File: src/rtl/mux16_rr_arbiter_if.sv
// mux16_rr_arbiter_if: request/grant/data bundle shared by the arbiter and its 16 requesters.
interface mux16_rr_arbiter_if;
    logic        en;
    logic [15:0] req;
    logic        done;
    logic [15:0] data_in;
    logic [15:0] grant;
    logic [3:0]  sel;
    logic        busy;
    logic        timeout;
    logic        data_out;
    modport slave (input en, req, done, data_in, output grant, sel, busy, timeout, data_out);
    modport master (output en, req, done, data_in, input grant, sel, busy, timeout, data_out);
endinterface

File: src/rtl/mux16_rr_arbiter.sv
// mux16_rr_arbiter: round-robin grant of one of 16 requesters with hold timeout, driving a 16:1 data mux.
module mux16_rr_arbiter #(
    parameter int HOLD_MAX = 8,
    parameter int CNT_W    = 4
) (
    input logic              clk,
    input logic              rst,
    mux16_rr_arbiter_if.slave bus
);
    typedef enum logic {IDLE, GRANT} state_t;
    state_t             state_q, state_d;
    logic [15:0]        grant_q, grant_d;
    logic [3:0]         sel_q, sel_d, ptr_q, ptr_d, off, pick;
    logic               busy_q, busy_d, timeout_q, timeout_d;
    logic [CNT_W-1:0]   hold_q, hold_d;
    logic [15:0]        rot;
    logic               rel_n, rel_t;
    // Rotate requests so bit 0 is the highest-priority channel, then take the lowest set bit.
    always_comb begin
        rot = 16'({bus.req, bus.req} >> ptr_q);
        off = '0;
        for (int j = 15; j >= 0; j--) if (rot[j]) off = 4'(j);
        pick = ptr_q + off;
    end
    assign rel_n = bus.done | ~bus.req[sel_q];
    assign rel_t = (HOLD_MAX != 0) && (hold_q == CNT_W'(HOLD_MAX - 1));
    always_comb begin
        state_d   = state_q;
        grant_d   = grant_q;
        sel_d     = sel_q;
        busy_d    = busy_q;
        timeout_d = 1'b0;
        ptr_d     = ptr_q;
        hold_d    = hold_q;
        case (state_q)
            IDLE: if (bus.en && |bus.req) begin
                state_d = GRANT;
                grant_d = 16'h1 << pick;
                sel_d   = pick;
                busy_d  = 1'b1;
                hold_d  = '0;
            end
            GRANT: if (rel_n || rel_t) begin
                state_d   = IDLE;
                grant_d   = '0;
                busy_d    = 1'b0;
                ptr_d     = sel_q + 4'd1;
                timeout_d = ~rel_n;
            end else begin
                hold_d = hold_q + CNT_W'(1);
            end
            default: state_d = IDLE;
        endcase
    end
    always_ff @(posedge clk) begin
        if (rst) begin
            state_q   <= IDLE;
            grant_q   <= '0;
            sel_q     <= '0;
            busy_q    <= 1'b0;
            timeout_q <= 1'b0;
            ptr_q     <= '0;
            hold_q    <= '0;
        end else begin
            state_q   <= state_d;
            grant_q   <= grant_d;
            sel_q     <= sel_d;
            busy_q    <= busy_d;
            timeout_q <= timeout_d;
            ptr_q     <= ptr_d;
            hold_q    <= hold_d;
        end
    end
    assign bus.grant    = grant_q;
    assign bus.sel      = sel_q;
    assign bus.busy     = busy_q;
    assign bus.timeout  = timeout_q;
    assign bus.data_out = bus.data_in[sel_q] & busy_q;
endmodule

File: src/flat_wrapper.sv
// flat-port wrapper written by rule: the top's interface ports become plain ports
module mux16_rr_arbiter_flat 
#(
    parameter int HOLD_MAX = 8,
    parameter int CNT_W    = 4
)
  (clk, rst, bus_en, bus_req, bus_done, bus_data_in, bus_grant, bus_sel, bus_busy, bus_timeout, bus_data_out);
  mux16_rr_arbiter_if bus_i ();
  input logic clk;
  input logic rst;
  input wire logic [$bits(bus_i.en)-1:0] bus_en;
  input wire logic [$bits(bus_i.req)-1:0] bus_req;
  input wire logic [$bits(bus_i.done)-1:0] bus_done;
  input wire logic [$bits(bus_i.data_in)-1:0] bus_data_in;
  output wire logic [$bits(bus_i.grant)-1:0] bus_grant;
  output wire logic [$bits(bus_i.sel)-1:0] bus_sel;
  output wire logic [$bits(bus_i.busy)-1:0] bus_busy;
  output wire logic [$bits(bus_i.timeout)-1:0] bus_timeout;
  output wire logic [$bits(bus_i.data_out)-1:0] bus_data_out;
  assign bus_i.en = bus_en;
  assign bus_i.req = bus_req;
  assign bus_i.done = bus_done;
  assign bus_i.data_in = bus_data_in;
  assign bus_grant = bus_i.grant;
  assign bus_sel = bus_i.sel;
  assign bus_busy = bus_i.busy;
  assign bus_timeout = bus_i.timeout;
  assign bus_data_out = bus_i.data_out;
  mux16_rr_arbiter #(.HOLD_MAX(HOLD_MAX), .CNT_W(CNT_W)) u_core (.clk(clk), .rst(rst), .bus(bus_i));
endmodule
File: config.mk
export PLATFORM = sky130hd
export DESIGN_NAME = mux16_rr_arbiter_flat
export DESIGN_NICKNAME = d
export VERILOG_FILES = /design/src/rtl/mux16_rr_arbiter_if.sv /design/src/rtl/mux16_rr_arbiter.sv /design/src/flat_wrapper.sv
export SDC_FILE = /design/constraint.sdc
export NUM_CORES = 1
export LEC_CHECK = 0
export CAP_MARGIN = 5
export CORE_ASPECT_RATIO = 1.75
export CORE_MARGIN = 2
export CORE_UTILIZATION = 57
export CTS_BUF_LIST = sky130_fd_sc_hd__clkbuf_16
export DETAILED_ROUTE_END_ITERATION = 12
export GPL_TIMING_DRIVEN = 0
export PLACE_DENSITY = 0.93
export SYNTH_ARGS = -nofsm -noshare
export SYNTH_HDL_FRONTEND = slang
export SYNTH_SLANG_ARGS = --single-unit
File: constraint.sdc
create_clock -name clk -period 6.3 [get_ports clk]
set_input_delay 1.26 -clock clk [delete_from_list [all_inputs] [get_ports clk]]
set_output_delay 1.26 -clock clk [all_outputs]
set_load 0.005 [all_outputs]
==> results.md <==
- Number of synthesized flops with an enable pin: 0
- Syn Inst Count: 314
- Root buf cell: clkbuf_16
- Commonest cells post-synth: dfxtp_1, mux4_2, nand2_1
- Worst Path Required: between 6 and 7 ns
- FILL cells: 319
- IO Port Bufs: 57
- Power per cell area: 217 mW/mm^2
- Syn Nets: around 360
- CTS tree: built
- Pleak: 1.33 nW
- Number of global-route vias before repair: 3,044
- Drt total wl: 9250 um
- Fin. Hold Viols: 0
- Cell area after synthesis: 0.00292 mm^2
- Slew @ Worst Pin: 0.801 ns
- Yosys cell types: 64
- Max-cap violations: 0
- RSZ-0062 raised after global routing: no
- Area Overhead vs Synth: 26.5%
- Final Hold Slack: 0.455 ns
- Main synth FF type: dfxtp_1
- Clock sink total: 31
- Status: finished clean
- Critical path type: in2reg
- Fin crit period: about 5.5 ns
- # rows: 34
- Layout cells sized above 1: 15.9%
- Setup TNS: 0 ns
- GRT Util Overall: 33.2%
- Worst slew margin: 46.6%
- Seq/Total Area, Yosys: 21.3%
- Area contributors post-synth: mux4_2, dfxtp_1, mux2i_1
- Fin crit share: between 80 and 90%
- Core area: 0.00493 mm^2
- Max Slew Vio Count: 0
- H-tree Lvls: 2
- Uppermost routed layer: met4
- Hold_buf cts: 0
- Final setup fails: 0
- Worst-skew pair later-pin latency: 0.28 ns
- Seq cells post-synth: 31
- CTS Buf Count: 5
- Initial core utilization: 59.1%
- Gr ovfl total: 0
- Detail Placement HPWL: 6920 um
- Via count: 3,016
- Die Area: 0.00573 mm^2
- CP startpoint kind: input port
- # diodes: 0
- Ys async rst share: 0%
- Final WS setup: 0.792 ns
- CP endpoint kind: register
- Area of the multi-input gates: 0.00217 mm^2
- TritonRoute pass-1 iters: 5
- Yosys warnings: 0
- Most frequent cell after synthesis: dfxtp_1
- Area occupied by registers: 621 um^2
- Average vias per placed instance: 6.98
- DP Worst Slack: roughly 0.67 ns
- Post-Route M1 WL: 3010 um
- Initial antenna violation count: 0
- Die Height: approximately 99 um
- Clock skew: between 0.003 and 0.004 ns
- DRC violations left: 0
- Synth Area per Inst: 9.28 um^2
- Share of the synthesized area in the top cell type: 22.4%
- Post-cts gate resize count: 0
- Worst VDD drop: 0.303 mV
- Routed WL per cell: between 20 and 25 um
- GPL Wtd Cong: just over 1
- Post-DRT Antenna Nets: 0
- DR iter-0 viols: 271
- Max Fclk: approximately 180 MHz
- Max Root-Sink Buffers: 2
- First-pass GRT wire length: about 15,000 um
- Critical Path AT: about 5.7 ns
- CP Max Fanout: 9
- IO Pins: 59
- Util after Layout: 74.7%
- Metal3 WL: 608 um
- Nets@finish: 420
- Min-delay worst type: reg2reg
- DR WL met2: 5170 um
- Synth area leader: mux4_2
- Final Total Pwr: 0.000801 W
- Clock slew at reported path FFs: roughly 0.050 ns
- Die width: 58.1 um
- Post-CTS repair timing setup buffer count: 0
- Pin count of the biggest net entering global routing: 11
-- logic make-up (layout without fill, tap and decap cells) --
kind of cell	after synthesis	count (layout)	share of synthesized area, %
simple gates	119	119	21.9
compound gates	74	74	17.7
mux	49	49	30.1
flops	31	31	21.3
buf+inv	28	92	4.33
xor+xnor	7	7	2.10
fa+ha+maj	6	6	2.58
-- power breakdown --
part           total (W)  internal (W)  switching, W
clock network   0.000225      0.000142     0.0000833
logic           0.000357      0.000161      0.000196
registers       0.000219      0.000209     0.0000103
-- worst max-delay path, stage by stage --
cell and delay, ns:
clkdlybuf4s50_1 0.54, mux4_2 0.63, mux4_2 0.52, a2111oi_0 0.36
a21oi_1 0.14, nand4_1 0.20, a21oi_1 0.10, o21ai_1 0.22
ha_1 0.19, a21oi_1 0.12, o21bai_1 0.20, xor2_1 0.15
nor3b_1 0.47, o2111ai_1 0.20, o21ai_1 0.24, a22o_1 0.19
-- sequential cells by signal, indices dropped and copies added, names as in the netlist --
name / flops
u_core.bus.timeout: 1
u_core.ptr_q: 4
u_core.bus.sel: 4
u_core.state_q: 1
u_core.bus.busy: 1
u_core.bus.grant: 16
u_core.hold_q: 4
-- cell type report --
type / count / share of cell area [%]
multi-input combinational: 255 / 58.8
sequential: 31 / 16.8
timing repair buffer: 57 / 15.5
clock buffer: 5 / 3.39
buffer: 20 / 2.61
tap: 54 / 1.83
inverter: 8 / 0.814
clock inverter: 2 / 0.238
-- cell usage in the layout (no fill, tap or decap), types with 6 or more instances in the layout --
cell,count
nor2_1,24
o21ai_0,8
nor3_1,8
nand2_1,29
clkbuf_1,11
mux4_2,29
ha_1,6
nor2b_1,7
nand2b_1,9
inv_1,7
dfxtp_1,31
a211oi_1,6
o21ai_1,12
mux2i_1,12
a21oi_1,16
clkdlybuf4s50_1,57
nand3_1,6
and3_1,6
-- through the flow --
| stage | instances | area (um^2) |
|---|---|---|
| floorplan | 314 | 2920 |
| finish | 432 | 3690 |
| global placement | 425 | 3550 |
| CTS | 432 | 3690 |
| global route | 432 | 3690 |
| detailed placement | 425 | 3550 |
-- per-layer routing --
metal  up-vias  global-route usage [%]
met5         -                       0
li1       1333                       -
met1      1446                    33.5
met2       195                    61.4
met4         0                    18.4
met3        42                    5.64
-- path summary, 6_finish.rpt --
check,start,end,slack (ns),depth (start not counted)
setup / recovery,bus_req[14],u_core.bus.grant[10],0.79,16
hold / removal,u_core.bus.grant[15],u_core.bus.grant[15],0.46,2
setup reg to reg,u_core.ptr_q[0],u_core.bus.grant[10],1.57,17
hold reg to reg,u_core.bus.grant[15],u_core.bus.grant[15],0.46,2
(Power assumes the default switching activity.)
